$ cat config.mk
export PLATFORM = sky130hd
export DESIGN_NAME = ddr2_arbiter
export DESIGN_NICKNAME = d
export VERILOG_FILES = /design/src/rtl/ddr2_arbiter_pkg.sv /design/src/rtl/ddr2_frame_addr_gen.sv /design/src/rtl/ddr2_arbiter.sv
export SDC_FILE = /design/constraint.sdc
export NUM_CORES = 1
export LEC_CHECK = 0
export BUFFER_PORTS_ARGS = -buffer_cell sky130_fd_sc_hd__buf_4
export CAP_MARGIN = 0
export CORE_AREA = 2 2 82 162
export CTS_BUF_LIST = sky130_fd_sc_hd__clkbuf_2 sky130_fd_sc_hd__clkbuf_4 sky130_fd_sc_hd__clkbuf_8
export CTS_CLUSTER_DIAMETER = 200
export CTS_CLUSTER_SIZE = 16
export DETAILED_ROUTE_END_ITERATION = 7
export DIE_AREA = 0 0 84 164
export PLACE_DENSITY = 0.74
export SLEW_MARGIN = 25
export SYNTH_ARGS = -nofsm -noshare
export SYNTH_HDL_FRONTEND = slang
export SYNTH_SLANG_ARGS = --single-unit
$ cat constraint.sdc
create_clock -name ctrl_clk -period 2.1 [get_ports ctrl_clk]
set_clock_uncertainty 0.05 [all_clocks]
set_input_delay 0.63 -clock ctrl_clk [delete_from_list [all_inputs] [get_ports ctrl_clk]]
set_output_delay 0.63 -clock ctrl_clk [all_outputs]
set_load 0.05 [all_outputs]
$ cat src/rtl/ddr2_arbiter_pkg.sv
// Shared types and defaults for the DDR2 frame-buffer arbiter.
package ddr2_arbiter_pkg;

  // Arbitration FSM states.
  typedef enum logic [1:0] {
    ST_IDLE   = 2'd0,
    ST_WR_ACC = 2'd1,
    ST_RD_ACC = 2'd2
  } arb_state_t;

  // Which requester received the most recent grant.
  typedef enum logic {
    GNT_WR = 1'b0,
    GNT_RD = 1'b1
  } grant_side_t;

  // 640x480 frame of 32-bit words; bank 1 sits 2 MiB above bank 0.
  localparam int          DEF_FRAME_WORDS = 307200;
  localparam logic [31:0] DEF_BANK1_BASE  = 32'h0020_0000;
  localparam int          DEF_BURST_MAX   = 16;

  // Byte address of word 'idx' inside a bank starting at 'base'.
  function automatic logic [31:0] word_addr(input logic [31:0] base,
                                            input logic [31:0] idx);
    return base + (idx << 2);
  endfunction

endpackage

$ cat src/rtl/ddr2_frame_addr_gen.sv
// Frame word counters, double-buffer bank bookkeeping and address formation.
// Presents both the current address and the address that follows a
// completion, so the arbiter can issue back-to-back accesses without a bubble.
module ddr2_frame_addr_gen
  import ddr2_arbiter_pkg::*;
#(
  parameter int          FRAME_WORDS = DEF_FRAME_WORDS,
  parameter logic [31:0] BANK1_BASE  = DEF_BANK1_BASE
) (
  input  logic        ctrl_clk,
  input  logic        reset_n,
  input  logic        i_wr_done,
  input  logic        i_rd_done,
  output logic [31:0] o_wr_addr,
  output logic [31:0] o_wr_addr_next,
  output logic [31:0] o_rd_addr,
  output logic [31:0] o_rd_addr_next,
  output logic        o_wr_bank,
  output logic        o_rd_bank,
  output logic        o_frame_done,
  output logic        o_frame_valid
);

  localparam int IDX_W = (FRAME_WORDS > 1) ? $clog2(FRAME_WORDS) : 1;
  localparam logic [IDX_W-1:0] LAST_IDX = IDX_W'(FRAME_WORDS - 1);

  logic [IDX_W-1:0] r_wr_idx;
  logic [IDX_W-1:0] r_rd_idx;
  logic             r_wr_bank;
  logic             r_rd_bank;
  logic             r_done_bank;
  logic             r_frame_valid;
  logic             r_frame_done;

  logic             w_wr_last;
  logic             w_rd_last;
  logic [IDX_W-1:0] w_wr_idx_inc;
  logic [IDX_W-1:0] w_rd_idx_inc;
  logic             w_wr_bank_after;
  logic             w_rd_bank_after;

  function automatic logic [31:0] bank_base(input logic bank);
    return bank ? BANK1_BASE : 32'h0000_0000;
  endfunction

  assign w_wr_last    = (r_wr_idx == LAST_IDX);
  assign w_rd_last    = (r_rd_idx == LAST_IDX);
  assign w_wr_idx_inc = w_wr_last ? '0 : r_wr_idx + 1'b1;
  assign w_rd_idx_inc = w_rd_last ? '0 : r_rd_idx + 1'b1;

  // Bank in use after the pending completion: the writer flips to the other
  // buffer, the reader moves to the most recently finished frame.
  assign w_wr_bank_after = w_wr_last ? ~r_wr_bank : r_wr_bank;
  assign w_rd_bank_after = w_rd_last ? r_done_bank : r_rd_bank;

  assign o_wr_addr      = word_addr(bank_base(r_wr_bank), 32'(r_wr_idx));
  assign o_wr_addr_next = word_addr(bank_base(w_wr_bank_after), 32'(w_wr_idx_inc));
  assign o_rd_addr      = word_addr(bank_base(r_rd_bank), 32'(r_rd_idx));
  assign o_rd_addr_next = word_addr(bank_base(w_rd_bank_after), 32'(w_rd_idx_inc));

  assign o_wr_bank     = r_wr_bank;
  assign o_rd_bank     = r_rd_bank;
  assign o_frame_done  = r_frame_done;
  assign o_frame_valid = r_frame_valid;

  // Advance word indices on completion; swap banks only at frame boundaries.
  always_ff @(posedge ctrl_clk) begin
    if (!reset_n) begin
      r_wr_idx      <= '0;
      r_rd_idx      <= '0;
      r_wr_bank     <= 1'b0;
      r_rd_bank     <= 1'b0;
      r_done_bank   <= 1'b0;
      r_frame_valid <= 1'b0;
      r_frame_done  <= 1'b0;
    end else begin
      r_frame_done <= 1'b0;
      if (i_wr_done) begin
        r_wr_idx <= w_wr_idx_inc;
        if (w_wr_last) begin
          r_frame_done  <= 1'b1;
          r_done_bank   <= r_wr_bank;
          r_wr_bank     <= ~r_wr_bank;
          r_frame_valid <= 1'b1;
        end
      end
      // The reader reads the old done_bank even if the writer wraps on
      // this same edge, so a half-updated buffer is never selected.
      if (i_rd_done) begin
        r_rd_idx <= w_rd_idx_inc;
        if (w_rd_last) begin
          r_rd_bank <= r_done_bank;
        end
      end
    end
  end

endmodule

$ cat src/rtl/ddr2_arbiter.sv
// Two-port arbiter sharing one DDR2 memory port between a camera writer and
// a display reader, with double-buffered frames and bounded burst fairness.
module ddr2_arbiter
  import ddr2_arbiter_pkg::*;
#(
  parameter int          FRAME_WORDS = DEF_FRAME_WORDS,
  parameter logic [31:0] BANK1_BASE  = DEF_BANK1_BASE,
  parameter int          BURST_MAX   = DEF_BURST_MAX
) (
  input  logic        ctrl_clk,
  input  logic        reset_n,
  input  logic        i_wr_req,
  input  logic [31:0] i_wr_data,
  output logic        o_wr_ack,
  input  logic        i_rd_req,
  output logic [31:0] o_rd_data,
  output logic        o_rd_valid,
  output logic [31:0] o_mem_addr,
  output logic        o_mem_write,
  output logic        o_mem_read,
  output logic [31:0] o_mem_wdata,
  input  logic [31:0] i_mem_rdata,
  input  logic        i_mem_waitrequest,
  output logic        o_frame_done,
  output logic        o_wr_bank,
  output logic        o_rd_bank
);

  localparam int BURST_W = (BURST_MAX > 1) ? $clog2(BURST_MAX) : 1;
  localparam logic [BURST_W-1:0] BURST_LAST = BURST_W'(BURST_MAX - 1);

  arb_state_t         r_state;
  grant_side_t        r_last_grant;
  logic [BURST_W-1:0] r_burst_cnt;
  logic               r_wr_ack;
  logic               r_rd_valid;
  logic [31:0]        r_rd_data;
  logic [31:0]        r_mem_addr;
  logic [31:0]        r_mem_wdata;
  logic               r_mem_write;
  logic               r_mem_read;

  logic        w_wr_elig;
  logic        w_rd_elig;
  logic        w_wr_done;
  logic        w_rd_done;
  logic        w_go_wr;
  logic        w_go_rd;
  logic        w_burst_inc;
  logic        w_frame_valid;
  logic [31:0] w_wr_addr;
  logic [31:0] w_wr_addr_next;
  logic [31:0] w_rd_addr;
  logic [31:0] w_rd_addr_next;

  assign w_wr_elig = i_wr_req;
  assign w_rd_elig = i_rd_req & w_frame_valid;
  assign w_wr_done = (r_state == ST_WR_ACC) & r_mem_write & ~i_mem_waitrequest;
  assign w_rd_done = (r_state == ST_RD_ACC) & r_mem_read & ~i_mem_waitrequest;

  ddr2_frame_addr_gen #(
    .FRAME_WORDS (FRAME_WORDS),
    .BANK1_BASE  (BANK1_BASE)
  ) u_addr_gen (
    .ctrl_clk       (ctrl_clk),
    .reset_n        (reset_n),
    .i_wr_done      (w_wr_done),
    .i_rd_done      (w_rd_done),
    .o_wr_addr      (w_wr_addr),
    .o_wr_addr_next (w_wr_addr_next),
    .o_rd_addr      (w_rd_addr),
    .o_rd_addr_next (w_rd_addr_next),
    .o_wr_bank      (o_wr_bank),
    .o_rd_bank      (o_rd_bank),
    .o_frame_done   (o_frame_done),
    .o_frame_valid  (w_frame_valid)
  );

  // Grant decision: from IDLE alternate on contention; after a completion
  // keep the same side unless the other is waiting and the burst is used up.
  always_comb begin
    w_go_wr     = 1'b0;
    w_go_rd     = 1'b0;
    w_burst_inc = 1'b0;
    case (r_state)
      ST_IDLE: begin
        if (w_wr_elig && w_rd_elig) begin
          if (r_last_grant == GNT_RD) w_go_wr = 1'b1;
          else                        w_go_rd = 1'b1;
        end else if (w_wr_elig) begin
          w_go_wr = 1'b1;
        end else if (w_rd_elig) begin
          w_go_rd = 1'b1;
        end
      end
      ST_WR_ACC: begin
        if (w_wr_done) begin
          if (w_wr_elig && (!w_rd_elig || (r_burst_cnt < BURST_LAST))) begin
            w_go_wr     = 1'b1;
            w_burst_inc = 1'b1;
          end else if (w_rd_elig) begin
            w_go_rd = 1'b1;
          end
        end
      end
      ST_RD_ACC: begin
        if (w_rd_done) begin
          if (w_rd_elig && (!w_wr_elig || (r_burst_cnt < BURST_LAST))) begin
            w_go_rd     = 1'b1;
            w_burst_inc = 1'b1;
          end else if (w_wr_elig) begin
            w_go_wr = 1'b1;
          end
        end
      end
      default: begin
        w_go_wr = 1'b0;
      end
    endcase
  end

  // Arbitration FSM with registered memory command, ack and read-return.
  always_ff @(posedge ctrl_clk) begin
    if (!reset_n) begin
      r_state      <= ST_IDLE;
      r_last_grant <= GNT_RD;
      r_burst_cnt  <= '0;
      r_wr_ack     <= 1'b0;
      r_rd_valid   <= 1'b0;
      r_rd_data    <= '0;
      r_mem_addr   <= '0;
      r_mem_wdata  <= '0;
      r_mem_write  <= 1'b0;
      r_mem_read   <= 1'b0;
    end else begin
      r_wr_ack   <= 1'b0;
      r_rd_valid <= 1'b0;
      if (w_go_wr) begin
        r_state      <= ST_WR_ACC;
        r_last_grant <= GNT_WR;
        r_wr_ack     <= 1'b1;
        r_mem_wdata  <= i_wr_data;
        r_mem_addr   <= w_wr_done ? w_wr_addr_next : w_wr_addr;
        r_mem_write  <= 1'b1;
        r_mem_read   <= 1'b0;
      end else if (w_go_rd) begin
        r_state      <= ST_RD_ACC;
        r_last_grant <= GNT_RD;
        r_mem_addr   <= w_rd_done ? w_rd_addr_next : w_rd_addr;
        r_mem_write  <= 1'b0;
        r_mem_read   <= 1'b1;
      end else if (w_wr_done || w_rd_done) begin
        r_state     <= ST_IDLE;
        r_mem_write <= 1'b0;
        r_mem_read  <= 1'b0;
      end
      // Saturate so an uncontested long burst cannot wrap the counter and
      // hand the busy side extra grants once the other side shows up.
      if (w_go_wr || w_go_rd) begin
        if (!w_burst_inc)                   r_burst_cnt <= '0;
        else if (r_burst_cnt != BURST_LAST) r_burst_cnt <= r_burst_cnt + 1'b1;
      end else if (w_wr_done || w_rd_done) begin
        r_burst_cnt <= '0;
      end
      if (w_rd_done) begin
        r_rd_data  <= i_mem_rdata;
        r_rd_valid <= 1'b1;
      end
    end
  end

  assign o_wr_ack    = r_wr_ack;
  assign o_rd_valid  = r_rd_valid;
  assign o_rd_data   = r_rd_data;
  assign o_mem_addr  = r_mem_addr;
  assign o_mem_wdata = r_mem_wdata;
  assign o_mem_write = r_mem_write;
  assign o_mem_read  = r_mem_read;

endmodule

==> reports/metrics.cfg <==
[finish]
layout_common_cells = buf_4 (255), nand2_1 (146), dfxtp_1 (132)
syn_to_final_growth_pct = 52.1
final_cells = 1065
layout-drive-gt1-share_pct = 40.7
final_util_pct = 68.5
fillers = 948
fin_nets = 980
final_common_cell = buf_4
antenna_cells = 0

[clock_tree]
cts_root_buf = clkbuf_8
max-clock-path-buffers = 2
clkLatencyLatePin_ns = 0.45
cts_buffers = 17
clock-sinks = 136
cts.clk_slew.worst_paths_ns = 0.08
tritoncts = done
holdBufCountCts = 0
htreeDepth = 4

[synthesis]
synth-simple-area-share_pct = 25.4
avgSynthCellArea_um2 = 8.76
synthCells = 646
syn_area_mm2 = 0.00566
synth_compound_area_share_pct = 13.7
synth_warnings = 0
ys.flop_type = dfxtp_1
ys_async_sr_fraction_pct = 0
synth_seq_cells = 136
synth.area.mux_share_pct = 0.885
synth_cell_type_count = 65
synthXorXnorAreaFrac_pct = 5.26
synth_top_family_by_area = simple AND/OR/NAND/NOR gates
synthAdderAreaFrac_pct = 1.99
yosysSeqAreaShare_pct = 48.1
synth-edff-count = 0

[floorplan]
die_area_mm2 = 0.0138
io-pin-count = 172
core_area_mm2 = 0.0126
num_rows = 58
fp.dieH_um = 164
die_w_um = 84
start_util_pct = 45.1

[detailed_routing]
via_count = 5807
vias_per_cell = 5.45
drtPass1Iterations = 6
routedWlPerCell_um = 17.5
detail-route-antenna-nets = 0
drt_iter0_drc = 280
totalWireLength_um = 18600
remaining_drc_errors = 0

[sta]
setup-tns-final_ns = -1.86
worst_pin_slew_ns = 0.604
maxSlewViolCount = 0
fmax_ghz = 0.446
hold_viol_final = 0
slew-limit-headroom_pct = 59.5
finalWorstSetupSlack_ns = -0.140
holdWs_ns = 0.372
setup_viol = 23
rsz0062_at_grt = yes
period_share_pct = 107
min_period_ns = 2.24

[hold_path]
min_path_type = in -> reg
holdPathEnd = o_mem_wdata[14]$_SDFFE_PN0N_
hold_path_depth = 3
hp-start = i_wr_data[14]

[worst_setup_path]
worstPathArrival_ns = 2.52
reg2reg_setup_slack_ns = -0.14
cp_slowest_stage_delay_ns = 0.38
crit_path_end_kind = flip-flop
critPathTopFamily = compound AO/OA/AOI/OAI gates
worstPathRequired_ns = 2.38
crit_buf_inv = 4
startpoint_type = flip-flop
path_cells = inv_4, buf_6, ha_4, a21boi_4, a311oi_4, a211oi_4, buf_4, nand4_4, buf_6, nor3_1, a221o_1
critPathMostFrequentCell = buf_6
reg2reg_depth = 11
crit_type = reg -> reg
crit-reg2reg-launch = r_state[0]$_SDFFE_PN0P_
crit_fanout = 6
timing.rr.end = o_mem_addr[14]$_SDFFE_PN0P_
slowest_stage = dfxtp_4

[global_route]
grt_pass1_vias = 5943
grt_usage_pct = 26.0
antenna_found_initial = 0
grt_overflow = 0
grt_max_degree = 48
grt_pass1_wl_um = 28300

[job]
cap_violations = 0

[placement]
dp.cells = 1012
hpwl_um = 13100
dp_slack_ns = -0.415
portBuffers = 159
gp_congestion = 0.885

[status]
violations = setup timing
status = finished, violations left

[power]
p_leak_uw = 0.00360
max-vdd-ir-drop_mv = 0.599
cellPowerDensity_mw_per_mm2 = 647

through the flow:
stage | total power (uW) | cell area, um^2
finish | 5560 | 8600
global route | 5770 | 8600
CTS | 5580 | 8430
detailed placement | 3420 | 7700
global placement | 3410 | 7700
floorplan | 3150 | 5860
logic make-up (layout without fill, tap and decap cells):
kind of cell / Yosys count / count (layout)
DFF: 136 / 136
buffers and inverters: 50 / 307
adders and majority gates: 9 / 9
muxes: 5 / 5
and+or+nand+nor: 297 / 298
other: 1 / 12
xor gates and xnor gates: 34 / 34
AOI/OAI and AO/OA: 114 / 114
how the worst max path moves through the flow:
stage	slack [ns]	startpoint	depth (start not counted)	end
after global placement	-0.32	i_mem_waitrequest	8	o_mem_addr[6]$_SDFFE_PN0P_
final	-0.14	r_state[0]$_SDFFE_PN0P_	11	o_mem_addr[14]$_SDFFE_PN0P_
after detailed placement	-0.42	i_mem_waitrequest	9	o_mem_addr[18]$_SDFFE_PN0P_
after floorplan	-0.09	r_state[1]$_SDFFE_PP0P_	9	o_mem_addr[3]$_SDFFE_PN0P_
after global routing	-0.19	r_state[0]$_SDFFE_PN0P_	10	o_mem_addr[7]$_SDFFE_PN0P_
after CTS	-0.09	r_state[1]$_SDFFE_PP0P_	10	o_mem_addr[18]$_SDFFE_PN0P_
cell type report:
class	count	area [um^2]	share of cell area (%)
Multi-Input combinational cell	472	3120	36.3
Sequential cell	136	2730	31.8
Timing Repair Buffer	270	2140	24.9
Clock buffer	22	297	3.45
Tap cell	150	188	2.18
Clock inverter	10	95.1	1.11
Inverter	5	26.3	0.305
what timing repair did:
action,4_1_cts,5_1_grt
setup endpoints to repair,56,59
pin swaps,16,14
resized for setup,33,32
cloned,2,0
setup buffers,14,7
registers in the layout (all words and copies together) (netlist names):
signal,cells
u_addr_gen.o_frame_valid,1
r_last_grant,1
r_burst_cnt,4
o_mem_wdata,32
u_addr_gen.o_rd_bank,1
r_state,2
u_addr_gen.o_frame_done,1
o_wr_ack,1
o_mem_addr,20
u_addr_gen.r_rd_idx,19
u_addr_gen.r_wr_idx,19
o_rd_valid,1
u_addr_gen.o_wr_bank,1
u_addr_gen.r_done_bank,1
o_rd_data,32
report_power, final:
part	internal (uW)	switching (uW)	total, uW
logic	318	481	799
registers	2630	32.2	2660
clock network	1070	1030	2100
total	4020	1550	5560
synth_stat cells, types with 9 or more instances:
cell / number / area, um^2
buf_4: 14 / 105
nand4_1: 11 / 68.8
nand2_1: 146 / 548
ha_1: 9 / 113
clkbuf_1: 20 / 75.1
xnor2_1: 14 / 123
and3_1: 9 / 56.3
nor2_1: 48 / 180
xor2_1: 20 / 175
dfxtp_1: 136 / 2720
a21oi_1: 69 / 345
nor3_1: 24 / 120
nand3_1: 15 / 75.1
a221o_1: 17 / 170
worst reg2reg max path, delay by kind of cell, from the launching register on:
kind,cells,cell delay [ns]
AOI/OAI and AO/OA,4,0.91
adders and majority gates,1,0.15
buffers and inverters,4,0.49
DFF,1,0.38
and+or+nand+nor,2,0.16
routing by layer:
metal	GRT usage (%)	up-vias	wire length, um
met5	0	-	0
met4	20.5	0	1310
met3	4.92	77	844
met2	49.6	241	10400
met1	23.2	2773	6040
li1	-	2716	-
(Power assumes the default switching activity.)
